===== config.mk =====
export PLATFORM = sky130hd
export DESIGN_NAME = reservation_station
export DESIGN_NICKNAME = d
export VERILOG_FILES = /design/src/rtl/mips_pkg.sv /design/src/rtl/rs_select.sv /design/src/rtl/reservation_station.sv
export SDC_FILE = /design/constraint.sdc
export NUM_CORES = 1
export LEC_CHECK = 0
export ABC_AREA = 1
export ABC_CLOCK_PERIOD_IN_PS = 6900
export CAP_MARGIN = 15
export CORE_MARGIN = 5
export CORE_UTILIZATION = 60
export CTS_BUF_LIST = sky130_fd_sc_hd__clkbuf_4
export CTS_CLUSTER_DIAMETER = 50
export DETAILED_ROUTE_END_ITERATION = 12
export PLACE_DENSITY = 0.83
export SYNTH_ARGS = -nofsm -noshare
export SYNTH_HDL_FRONTEND = slang
export SYNTH_SLANG_ARGS = --single-unit

===== constraint.sdc =====
create_clock -name clk -period 6.9 [get_ports clk]
set_clock_uncertainty 0.1 [all_clocks]
set_input_delay 1.035 -clock clk [delete_from_list [all_inputs] [get_ports clk]]
set_output_delay 1.035 -clock clk [all_outputs]
set_load 0.1 [all_outputs]

===== src/rtl/mips_pkg.sv =====
// Shared datapath constants and the reservation-station entry layout.
// Opcode encodings, tag/data/opcode widths and the packed entry record used
// by reservation_station and its testbench.
package mips_pkg;

  localparam int unsigned TAG_W  = 5;
  localparam int unsigned DATA_W = 32;
  localparam int unsigned OPC_W  = 6;

  localparam logic [OPC_W-1:0] ADD = 6'd0;
  localparam logic [OPC_W-1:0] SUB = 6'd1;
  localparam logic [OPC_W-1:0] AND = 6'd2;
  localparam logic [OPC_W-1:0] OR  = 6'd3;

  // One waiting instruction: operand values plus ready bits / producer tags.
  typedef struct packed {
    logic              valid;
    logic [OPC_W-1:0]  opcode;
    logic [TAG_W-1:0]  dest_tag;
    logic [DATA_W-1:0] vj;
    logic [DATA_W-1:0] vk;
    logic              rj;
    logic              rk;
    logic [TAG_W-1:0]  qj;
    logic [TAG_W-1:0]  qk;
  } rs_entry_t;

endpackage


===== src/rtl/rs_select.sv =====
// Dispatch picker for the reservation station.
// Grants the eligible entry with the largest age; ties (including the
// all-zero ages case) go to the lowest index.
//   eligible      : per-entry "may dispatch" vector
//   ages          : per-entry age, larger means older
//   grant_c       : one-hot grant (combinational)
//   grant_valid_c : some entry was granted (combinational)
module rs_select #(
  parameter int unsigned DEPTH = 4,
  parameter int unsigned AGE_W = 2
) (
  input  logic [DEPTH-1:0]            eligible,
  input  logic [DEPTH-1:0][AGE_W-1:0] ages,
  output logic [DEPTH-1:0]            grant_c,
  output logic                        grant_valid_c
);

  logic [AGE_W-1:0] best_age;

  // Linear scan; strict '>' keeps the lower index on equal ages.
  always_comb begin
    grant_c       = '0;
    grant_valid_c = 1'b0;
    best_age      = '0;
    for (int unsigned i = 0; i < DEPTH; i++) begin
      if (eligible[i] && (!grant_valid_c || (ages[i] > best_age))) begin
        grant_c       = '0;
        grant_c[i]    = 1'b1;
        grant_valid_c = 1'b1;
        best_age      = ages[i];
      end
    end
  end

endmodule


===== src/rtl/reservation_station.sv =====
// Reservation station feeding a single ALU.
// Holds up to DEPTH instructions, captures operands from the CDB, and
// dispatches one ready instruction at a time to the ALU, waiting for
// alu_done before the next dispatch (minimum start-to-start spacing 3).
// Optional build macro RS_OLDEST_FIRST_EN: dispatch the oldest eligible
// entry instead of the lowest-index one (adds per-entry age state).
// Ports:
//   clk, rst                 : clock, synchronous active-high reset
//   issue_valid/issue_ready  : issue handshake (ready = a free entry exists)
//   issue_opcode/dest_tag    : instruction opcode and result tag
//   issue_vj/vk, rj/rk, qj/qk: operand values, ready bits, producer tags
//   cdb_valid/tag/data       : result broadcast
//   alu_start/opcode/op1/op2/dest_tag : registered ALU dispatch
//   alu_done                 : ALU completion pulse
module reservation_station
  import mips_pkg::*;
#(
  parameter int unsigned DEPTH = 4
) (
  input  logic              clk,
  input  logic              rst,
  input  logic              issue_valid,
  output logic              issue_ready,
  input  logic [OPC_W-1:0]  issue_opcode,
  input  logic [TAG_W-1:0]  issue_dest_tag,
  input  logic [DATA_W-1:0] issue_vj,
  input  logic [DATA_W-1:0] issue_vk,
  input  logic              issue_rj,
  input  logic              issue_rk,
  input  logic [TAG_W-1:0]  issue_qj,
  input  logic [TAG_W-1:0]  issue_qk,
  input  logic              cdb_valid,
  input  logic [TAG_W-1:0]  cdb_tag,
  input  logic [DATA_W-1:0] cdb_data,
  output logic              alu_start,
  output logic [OPC_W-1:0]  alu_opcode,
  output logic [DATA_W-1:0] alu_op1,
  output logic [DATA_W-1:0] alu_op2,
  output logic [TAG_W-1:0]  alu_dest_tag,
  input  logic              alu_done
);

  localparam int unsigned AGE_W = (DEPTH > 2) ? $clog2(DEPTH) : 1;

  rs_entry_t ent_q [DEPTH];
  logic      busy_q;
  logic      start_d1_q;

  logic [DEPTH-1:0]            valid_c;
  logic [DEPTH-1:0]            eligible_c;
  logic [DEPTH-1:0]            issue_sel_c;
  logic [DEPTH-1:0]            next_valid_c;
  logic [DEPTH-1:0]            grant_c;
  logic                        grant_valid_c;
  logic [DEPTH-1:0][AGE_W-1:0] age_c;
  logic                        issue_fire_c;
  logic                        dispatch_c;
  logic                        slot_found_c;
  rs_entry_t                   new_ent_c;
  rs_entry_t                   disp_ent_c;

  // Per-entry status vectors from registered state.
  always_comb begin
    valid_c    = '0;
    eligible_c = '0;
    for (int unsigned i = 0; i < DEPTH; i++) begin
      valid_c[i]    = ent_q[i].valid;
      eligible_c[i] = ent_q[i].valid && ent_q[i].rj && ent_q[i].rk;
    end
  end

  // Lowest-index free entry; never the one being dispatched, since that is valid.
  always_comb begin
    issue_sel_c  = '0;
    slot_found_c = 1'b0;
    for (int unsigned i = 0; i < DEPTH; i++) begin
      if (!valid_c[i] && !slot_found_c) begin
        issue_sel_c[i] = 1'b1;
        slot_found_c   = 1'b1;
      end
    end
  end

  assign issue_fire_c = issue_valid && issue_ready;

  // New entry, with a same-cycle CDB match captured at issue.
  always_comb begin
    new_ent_c          = '0;
    new_ent_c.valid    = 1'b1;
    new_ent_c.opcode   = issue_opcode;
    new_ent_c.dest_tag = issue_dest_tag;
    new_ent_c.vj       = issue_vj;
    new_ent_c.vk       = issue_vk;
    new_ent_c.rj       = issue_rj;
    new_ent_c.rk       = issue_rk;
    new_ent_c.qj       = issue_qj;
    new_ent_c.qk       = issue_qk;
    if (!issue_rj && cdb_valid && (issue_qj == cdb_tag)) begin
      new_ent_c.rj = 1'b1;
      new_ent_c.vj = cdb_data;
    end
    if (!issue_rk && cdb_valid && (issue_qk == cdb_tag)) begin
      new_ent_c.rk = 1'b1;
      new_ent_c.vk = cdb_data;
    end
  end

  rs_select #(
    .DEPTH(DEPTH),
    .AGE_W(AGE_W)
  ) u_select (
    .eligible      (eligible_c),
    .ages          (age_c),
    .grant_c       (grant_c),
    .grant_valid_c (grant_valid_c)
  );

  // ALU free (or freeing this cycle) and not within two cycles of the last start.
  assign dispatch_c = grant_valid_c && (!busy_q || alu_done) && !alu_start && !start_d1_q;

  // One-hot mux of the granted entry.
  always_comb begin
    disp_ent_c = '0;
    for (int unsigned i = 0; i < DEPTH; i++) begin
      if (grant_c[i]) disp_ent_c = ent_q[i];
    end
  end

  // Occupancy after this edge, used to register issue_ready.
  always_comb begin
    next_valid_c = '0;
    for (int unsigned i = 0; i < DEPTH; i++) begin
      next_valid_c[i] = (issue_fire_c && issue_sel_c[i]) ||
                        (valid_c[i] && !(dispatch_c && grant_c[i]));
    end
  end

  // Entry storage: issue write, dispatch clear, CDB wakeup.
  always_ff @(posedge clk) begin
    if (rst) begin
      for (int unsigned i = 0; i < DEPTH; i++) ent_q[i] <= '0;
    end else begin
      for (int unsigned i = 0; i < DEPTH; i++) begin
        if (issue_fire_c && issue_sel_c[i]) begin
          ent_q[i] <= new_ent_c;
        end else begin
          if (dispatch_c && grant_c[i]) ent_q[i].valid <= 1'b0;
          if (cdb_valid && ent_q[i].valid && !ent_q[i].rj && (ent_q[i].qj == cdb_tag)) begin
            ent_q[i].rj <= 1'b1;
            ent_q[i].vj <= cdb_data;
          end
          if (cdb_valid && ent_q[i].valid && !ent_q[i].rk && (ent_q[i].qk == cdb_tag)) begin
            ent_q[i].rk <= 1'b1;
            ent_q[i].vk <= cdb_data;
          end
        end
      end
    end
  end

`ifdef RS_OLDEST_FIRST_EN
  // Age = number of currently valid entries issued after this one, so ages
  // of valid entries stay distinct and bounded by DEPTH-1.
  logic [DEPTH-1:0][AGE_W-1:0] age_q;
  logic [AGE_W-1:0]            disp_age_c;

  always_comb begin
    disp_age_c = '0;
    for (int unsigned i = 0; i < DEPTH; i++) begin
      if (grant_c[i]) disp_age_c = age_q[i];
    end
  end

  always_ff @(posedge clk) begin
    if (rst) begin
      age_q <= '0;
    end else begin
      for (int unsigned i = 0; i < DEPTH; i++) begin
        if (issue_fire_c && issue_sel_c[i]) begin
          age_q[i] <= '0;
        end else if (valid_c[i] && !(dispatch_c && grant_c[i])) begin
          // Older entries lose one younger neighbour when a younger one dispatches.
          age_q[i] <= age_q[i] + AGE_W'(issue_fire_c)
                    - AGE_W'(dispatch_c && (age_q[i] < disp_age_c) ? 1'b0 :
                             (dispatch_c && (age_q[i] > disp_age_c)));
        end
      end
    end
  end

  assign age_c = age_q;
`else
  assign age_c = '0;
`endif

  // ALU dispatch register, busy tracking and issue_ready.
  always_ff @(posedge clk) begin
    if (rst) begin
      busy_q       <= 1'b0;
      start_d1_q   <= 1'b0;
      alu_start    <= 1'b0;
      alu_opcode   <= '0;
      alu_op1      <= '0;
      alu_op2      <= '0;
      alu_dest_tag <= '0;
      issue_ready  <= 1'b1;
    end else begin
      alu_start   <= dispatch_c;
      start_d1_q  <= alu_start;
      issue_ready <= ~(&next_valid_c);
      if (dispatch_c) begin
        alu_opcode   <= disp_ent_c.opcode;
        alu_op1      <= disp_ent_c.vj;
        alu_op2      <= disp_ent_c.vk;
        alu_dest_tag <= disp_ent_c.dest_tag;
        busy_q       <= 1'b1;
      end else if (alu_done) begin
        busy_q <= 1'b0;
      end
    end
  end

endmodule

=== Yosys cells after proc, flatten, opt, wreduce, memory -nomap -nowiden ===
Memories as Yosys holds them, arrays and structs flattened.
Cells that the tools add are included.

* Flip-flop bits (word level): 79
* Bits in writable memories: 352
* Input bits: 129
* Output and inout bits: 77
* Logic and storage cells: 240
* Memories kept: 1

* Equality and inequality tests: 10
* Muxes and demuxes: 110
* Bitwise logic cells: 25
* Reductions and logical operators: 86

{| class="wikitable"
|+ Memories
! memory !! words !! width !! rd ports !! clocked after memory_dff !! wr ports !! RTL line !! RTL
|-
| ent_q || 4 || 88 || 4 || 0 || 4 || reservation_station.sv:45 || <nowiki>rs_entry_t ent_q [DEPTH];</nowiki>
|}

{| class="wikitable"
|+ Operators with widths
! kind !! count
|-
| $mux W88 || 4
|-
| $mux W87 || 4
|-
| $mux W32 || 10
|-
| $mux W1 || 89
|-
| $logic_and A1 B1 Y1 || 54
|-
| $eq A5 B5 Y1 || 10
|-
| $logic_not A1 Y1 || 25
|-
| $or A1 B1 Y1 || 24
|-
| $mux W4 || 3
|-
| $logic_or A1 B1 Y1 || 5
|-
| $reduce_and A4 Y1 || 1
|-
| $reduce_bool A2 Y1 || 1
|-
| $not A1 Y1 || 1
|}

=== Depth between registers and ports, before layout ===
Gate-level depths: netlist of the first run.
An unclocked memory read counts as a cell.

* Depth in word-level cells: 22
* Depth in mapped cells: 11
* Gate-level depth less buffers: 8

=== Cells and area by module ===
Synthesis of the first run repeated with hierarchy kept, for this count alone.

* Cells, all modules: 2825
* Area, all modules: 22885.7 µm²

{| class="wikitable"
|+ Modules (own cells, without submodules)
! module !! instances !! cells an instance !! area an instance (µm²) !! sequential area each (µm²)
|-
| reservation_station || 1 || 2768 || 22587.9 || 12151.7
|-
| rs_select || 1 || 57 || 297.8 || 0.0
|}

=== Worst setup path before layout of the first run ===
OpenSTA, ideal clock, no wires.

* Path kind: input-to-reg
* Start: input port cdb_tag[3]
* End: memory ent_q[2][11] (netlist bit) (enable)
* Library setup time: 469 ps
* Arrival: 4000 ps
* Required time: 6331 ps
* Path slack: 2331 ps
* Stages on the path: 8
* Cells stage by stage: buf_4 > inv_2 > buf_6 > nand2_1 > o21ai_1 > nor3_1 > nand2_1 > o21ai_0

{| class="wikitable"
|+ RTL lines
! item !! RTL line !! RTL
|-
| start: declaration || reservation_station.sv:33 || <nowiki>input logic [TAG_W-1:0] cdb_tag,</nowiki>
|-
| end: declaration || reservation_station.sv:45 ||
|}

==> key figures, run 1 <==
Status
  • Outcome: finished, final reports clean

Setup path
  • Worst path arrival time: 4.70 ns
  • CP Capture Type: register
  • CP bufs+invs: 4
  • CP required: 7.33 ns
  • Worst path max stage delay: 0.79 ns
  • CP startpoint kind: input pin
  • Kind of critical path: input pin to register
  • CP max stage cell: clkdlybuf4s50_1
  • Critical Path Fanout Max: 60
  • Chain of cells forming the critical path: clkdlybuf4s50_1 > clkinv_2 > buf_4 > nand3_1 > nand3_1 > buf_4
  • Top Family by Delay on Critical Path: buffers and inverters

Yosys
  • Mapped Avg Cell Area: 8.320 sq um
  • Yosys synthesis warning count: 0
  • Primary FF master, synth: edfxtp_1
  • Post-Syn Area: 22060 sq um
  • Post-synth EDFFs: 352
  • Unique cell type count in the Yosys netlist: 29
  • Syn_nets: 2780
  • Post-synth ARST share: 0%
  • Register area share after synthesis: 55.09%
  • Synth top area share: 47.92%
  • Top cells by area, synth: edfxtp_1, nand2_1, nand3_1
  • #FFs+latches synth: 431
  • Mapped Cells: 2651
  • Yosys top cell by area: edfxtp_1

Route
  • DR WL/cell: 22.27 um
  • Post-route DRC: 0
  • Post-route ant nets: 0
  • Routed Wire Length: 74.80 mm
  • Via density: 6.394
  • Via count: 21480
  • Drt initial violations: 3741
  • Pre-antenna DRT Iters: 9

GRT
  • First-pass GRT wire length: 114.2 mm
  • Largest net degree at the start of global routing: 92
  • Vias in the first global route: 21120
  • Total track usage: 35.54%
  • Total grt overflow: 0
  • Antenna violations before repair: 4

Die
  • I/O pin cnt: 206
  • Die Area: 40700 sq um
  • Rows: 70
  • Core area: 36430 sq um
  • Die width: 201.7 um
  • Initial core utilization: 60.54%
  • Die Ht: 201.7 um

CTS
  • Clk slew on worst S/H paths: 0.07 ns
  • Root Buffer Master: clkbuf_4
  • PostCTS Resize Cnt: 0
  • CTS hold repair buffers: 0
  • Latest clock arrival within the worst-skew pair: 0.87 ns
  • Clock Path Buffers: 3
  • Number of setup buffers added after CTS: 0
  • TritonCTS clock tree: built
  • H-tree depth: 3
  • TritonCTS Buffers: 107
  • CTS Sinks: 431

Cells and area
  • Share of layout cells above drive strength 1: 9.938%
  • Total Nets Final: 2922
  • Area Overhead vs Synth: 16.71%
  • Post-route core utilization: 70.65%

STA
  • Setup TNS: 0 ns
  • Unrepaired setup endpoints after global routing: false
  • Final Hold Fails: 0
  • Slew Limit Headroom: 16.14%
  • Slew Viols, Final: 0
  • Hold slack: 0.4150 ns
  • Final Cycle Share: 61.77%
  • Worst-Margin Slew: 1.255 ns
  • Max frequency: 234.6 MHz
  • Final count of negative-setup-slack endpoints: 0
  • Crit path time final: 4.262 ns

Placed design
  • RePlAce Congestion: 0.8764
  • PortBufs: 205
  • Post-DP HPWL: 42.61 mm

Min path
  • Worst Hold Class: register to register

Flow run
  • Max-cap viol count: 0

Power
  • P_leak: 11.29 nW
  • Maximum vdd ir drop: 0.0001780 V
  • Power per cell area: 248.0 nW/um^2
## worst register-to-register path, cell delays in order, from the launching register on
cell      delay (ns)
edfxtp_1        0.53
nand2_1         0.16
nor2_1          0.05
nand3_1         0.13
nand2_1         0.06
buf_4           0.27
nor3_4          0.14
buf_4           0.44
nand2_1         0.14
nand2_1         0.60
buf_4           0.48
## path summary, 6_finish.rpt
check	startpoint	to	slack, ns	depth (start not counted)
setup / recovery	rst	ent_q[1][36]$_SDFFCE_PN0P_	2.64	6
hold / removal	alu_op2[6]$_SDFFE_PP0N_	alu_op2[6]$_SDFFE_PP0N_	0.42	2
setup reg to reg	ent_q[0][87]$_SDFFCE_PN0P_	ent_q[3][49]$_DFFE_PP_	3.39	10
hold reg to reg	alu_op2[6]$_SDFFE_PP0N_	alu_op2[6]$_SDFFE_PP0N_	0.42	2
## through the flow
step           instance area [sq um]  std cells  total power [mW]  setup slack [ns]
4_1_cts                        25730       3356             6.340             2.770
5_1_grt                        25740       3359             6.548             2.490
3_3_place_gp                   24180       3152             3.965             2.094
3_5_place_dp                   24180       3152             3.985             1.918
2_1_floorplan                  22060       2651             3.651             2.331
6_report                       25740       3359             6.383             2.638
## layout by cell type, fill, tap and decap left out, types with 5 or more instances in the layout
cell type	instances
nand3_1	550
a21oi_1	5
inv_2	13
xor2_1	15
nand2_1	751
dfxtp_1	79
clkinv_1	10
nor2_1	253
o21ai_0	92
clkbuf_4	186
nor2_4	10
nor3_4	7
inv_1	138
nand4_1	130
nor2_2	6
edfxtp_1	352
clkdlybuf4s50_1	205
xnor2_1	9
buf_4	41
## cells by family after synthesis
family,after synthesis,synth area share [%]
and+or+nand+nor,1722,34.44
DFF,431,55.09
buffers and inverters,367,7.057
AOI/OAI and AO/OA,107,2.456
xor gates and xnor gates,24,0.9531
## layer usage
metal  global-route usage [%]  up-vias  routed length [um]
li1                         -     9326                   -
met3                    11.18      466               12540
met1                    44.89     9618               24750
met4                    19.60        2                4795
met2                    54.76     2064               32700
met5                   0.1190        -                  13
## flip-flops by register name, summed over array words and instances, names as in the netlist
name,flops
alu_dest_tag,5
alu_op1,32
ent_q,352
issue_ready,1
start_d1_q,1
alu_start,1
busy_q,1
alu_opcode,6
alu_op2,32
## cell usage after synthesis (2+ instances only)
master	count
dfxtp_1	79
nand2_1	751
or2_2	4
nor2_1	262
buf_2	86
o22ai_1	2
inv_1	140
o21ai_1	5
nor2_2	6
nand4_1	130
inv_2	13
a21oi_1	5
o21ai_0	94
nor3_2	8
clkbuf_1	88
nand3_2	2
buf_4	7
buf_1	27
xnor2_1	9
buf_6	6
nor3_1	5
xor2_1	15
edfxtp_1	352
nand3_1	550
## power breakdown
part / internal [mW] / switching, mW
sequential: 2.98 / 0.0587
clock: 1.32 / 1.11
combinational: 0.215 / 0.711
## area by class of cell
class / instances / area [sq um]
antenna: 3 / 7.507
clock buffer: 186 / 1396
timing repair buffer: 247 / 2380
clock inverter: 18 / 156.4
sequential: 431 / 12150
fill: 2780 / 10690
inverter: 153 / 580.6
tap: 468 / 585.6
multi-input combinational: 1853 / 8484
(Power assumes the default switching activity.)
==> run 2, diff against run 1 <==
Settings changed: ABC_CLOCK_PERIOD_IN_PS 6900 to 3700, CORE_UTILIZATION 60 to 54, PLACE_DENSITY 0.83 to 0.79.
Clock period 6.9 ns to 3.7 ns, I/O delays scaled along.
==> run 2 against run 1 <==
Compared with the run above:
- first-iteration DRC count shrank 20%
- clock power grew 78%
- global-route usage shrank 2.6 points
- sequential cell count is the same
- register-to-register slack lost 2.4 ns
- non-clock buffer count grew 23
- routed wire length grew 0.67%
- final area grew 1.4%
- clock-buffer cell count shrank 15
- critical path depth shrank 5
==> key figures, run 2 (same netlist as run 1, synthesis figures left out) <==
STA
  • Final Hold Fails: 0
  • Worst-Margin Slew: 1.151 ns
  • Slew Viols, Final: 0
  • Crit path time final: 3.139 ns
  • Final count of negative-setup-slack endpoints: 0
  • Final Cycle Share: 84.84%
  • Setup TNS: 0 ns
  • Unrepaired setup endpoints after global routing: false
  • Max frequency: 318.6 MHz
  • Slew Limit Headroom: 23.24%

Setup path
  • Reg2reg end: ent_q[2][31]$_SDFFCE_PN0P_
  • Worst reg2reg path startpoint: ent_q[0][87]$_SDFFCE_PN0P_
  • Critical Path Fanout Max: 3
  • Reg-to-reg slack, setup: 0.98 ns
  • CP startpoint kind: register
  • CP max stage cell: clkdlybuf4s50_1
  • Worst path arrival time: 2.48 ns
  • CP Capture Type: output port
  • Worst path max stage delay: 1.18 ns
  • Top Family by Delay on Critical Path: buffers and inverters
  • CP bufs+invs: 1
  • Worst reg-to-reg path cell count: 6
  • Kind of critical path: register to output port
  • CP required: 3.04 ns
  • Chain of cells forming the critical path: clkdlybuf4s50_1

Status
  • Outcome: finished, final reports clean

Power
  • Net Sw Frac: 29.84%
  • Sequential power share: 48.2%
  • Maximum vdd ir drop: 0.0003061 V
  • Internal power: 8.231 mW
  • Psw: 3.500 mW
  • P_leak: 11.43 nW
  • Power per cell area: 449.3 nW/um^2
  • Combinational share of power: 15.0%
  • Clock power share: 36.7%

Route
  • Post-route DRC: 0
  • Post-route ant nets: 0
  • Drt initial violations: 3000
  • Pre-antenna DRT Iters: 9
  • DR WL/cell: 21.82 um
  • Via density: 6.182
  • Via count: 21340
  • Routed Wire Length: 75.29 mm

Die
  • Rows: 74
  • Die Ht: 212.1 um
  • Initial core utilization: 54.26%
  • Die Area: 44990 sq um
  • I/O pin cnt: 206
  • Die width: 212.1 um
  • Core area: 40650 sq um

CTS
  • PostCTS Resize Cnt: 0
  • Clock Path Buffers: 3
  • TritonCTS clock tree: built
  • TritonCTS Buffers: 112
  • Root Buffer Master: clkbuf_4
  • CTS Sinks: 431
  • CTS hold repair buffers: 0
  • Latest clock arrival within the worst-skew pair: 0.87 ns
  • Number of setup buffers added after CTS: 0
  • Clk slew on worst S/H paths: 0.07 ns
  • H-tree depth: 3

Placed design
  • Post-DP Area: 24610 sq um
  • PortBufs: 205
  • RePlAce Congestion: 0.9092
  • Post-DP HPWL: 45.35 mm

GRT
  • Total grt overflow: 0
  • Antenna violations before repair: 1
  • First-pass GRT wire length: 115.2 mm
  • Largest net degree at the start of global routing: 77
  • Vias in the first global route: 21090
  • Total track usage: 32.90%

Cells and area
  • Area Overhead vs Synth: 18.37%
  • Commonest cells after routing, fill and taps aside: nand2_1, nand3_1, edfxtp_1, nor2_1, clkdlybuf4s50_1
  • Commonest non-fill, non-tap cell in the layout: nand2_1
  • Largest regs: ent_q: 352 flops, alu_op1: 32 flops, alu_op2: 32 flops
  • Total Nets Final: 2950
  • Max reg flops: 352
  • Finished Cell Area: 26110 sq um
  • Share of layout cells above drive strength 1: 10.52%
  • Largest Register: ent_q
  • Filler cells: 3356

Flow run
  • Max-cap viol count: 0

Min path
  • Worst hold path depth: 3
  • Hold worst-path end: ent_q[3][86]$_SDFFCE_PN0P_
  • Worst Hold Class: input pin to register
  • Worst Hold Launch: issue_opcode[5]
[run 2: cell count changes in the layout (fill, tap and decap cells not counted), sizes merged]
cell           previous run  this run
clkbuf                  186       171
clkinvlp                  1         0
clkinv                   15        39
clkdlybuf4s50           205       201
bufinv                    3         2
buf                      42        69
diode                     3         1
[run 2: area by class of cell]
| type | count | area [sq um] | share of cell area [%] |
|---|---|---|---|
| inverters | 153 | 581.8 | 2.228 |
| clock inverters | 40 | 211.5 | 0.8099 |
| well taps | 532 | 665.6 | 2.549 |
| clock buffers | 171 | 1284 | 4.917 |
| diodes | 1 | 2.502 | 0.009585 |
| multi-input cells | 1853 | 8532 | 32.68 |
| repair buffers | 270 | 2680 | 10.27 |
| flip-flops and latches | 431 | 12150 | 46.54 |
[run 2: worst max-delay path by stage]
stage / from / to / slack, ns / depth (start not counted)
4_1_cts: alu_start$_SDFF_PP0_ / alu_start / 0.49 / 1
3_5_place_dp: issue_valid / ent_q[2][30]$_SDFFCE_PN0P_ / 0.46 / 7
5_1_grt: alu_start$_SDFF_PP0_ / alu_start / 0.50 / 1
6_report: alu_start$_SDFF_PP0_ / alu_start / 0.56 / 1
3_3_place_gp: cdb_tag[4] / ent_q[2][41]$_SDFFCE_PN0P_ / 0.55 / 8
2_1_floorplan: issue_ready$_SDFF_PP1_ / ent_q[2][11]$_SDFFCE_PN0P_ / 0.11 / 6
[run 2: through the flow]
stage	hold WS, ns	total power, mW	worst slack, ns	utilization [%]	instances
after floorplan	0.4238	6.808	0.1051	-	2651
after global placement	0.3936	7.450	0.5452	60.55	3239
after detailed placement	0.3969	7.480	0.4613	60.55	3239
after CTS	0.2399	11.70	0.4853	64.23	3450
after global routing	0.3107	12.13	0.4994	64.23	3451
final	0.3001	11.73	0.5608	64.23	3451
[run 2: per-layer routing]
layer  GRT usage, %  vias up  wire length (um)
met4          16.75        0              3860
met1          43.34     9786             26170
met3          8.086      322             11380
met5              0        -                 0
met2          51.07     1831             33880
li1               -     9396                 -
[run 2: power groups by stage]
stage	logic, mW	clock network, mW	registers (mW)
6_report	1.76	4.31	5.66
4_1_cts	1.73	4.32	5.66
5_1_grt	1.83	4.62	5.68
3_3_place_gp	1.70	0	5.75
3_5_place_dp	1.72	0	5.76
2_1_floorplan	0.633	0	6.17
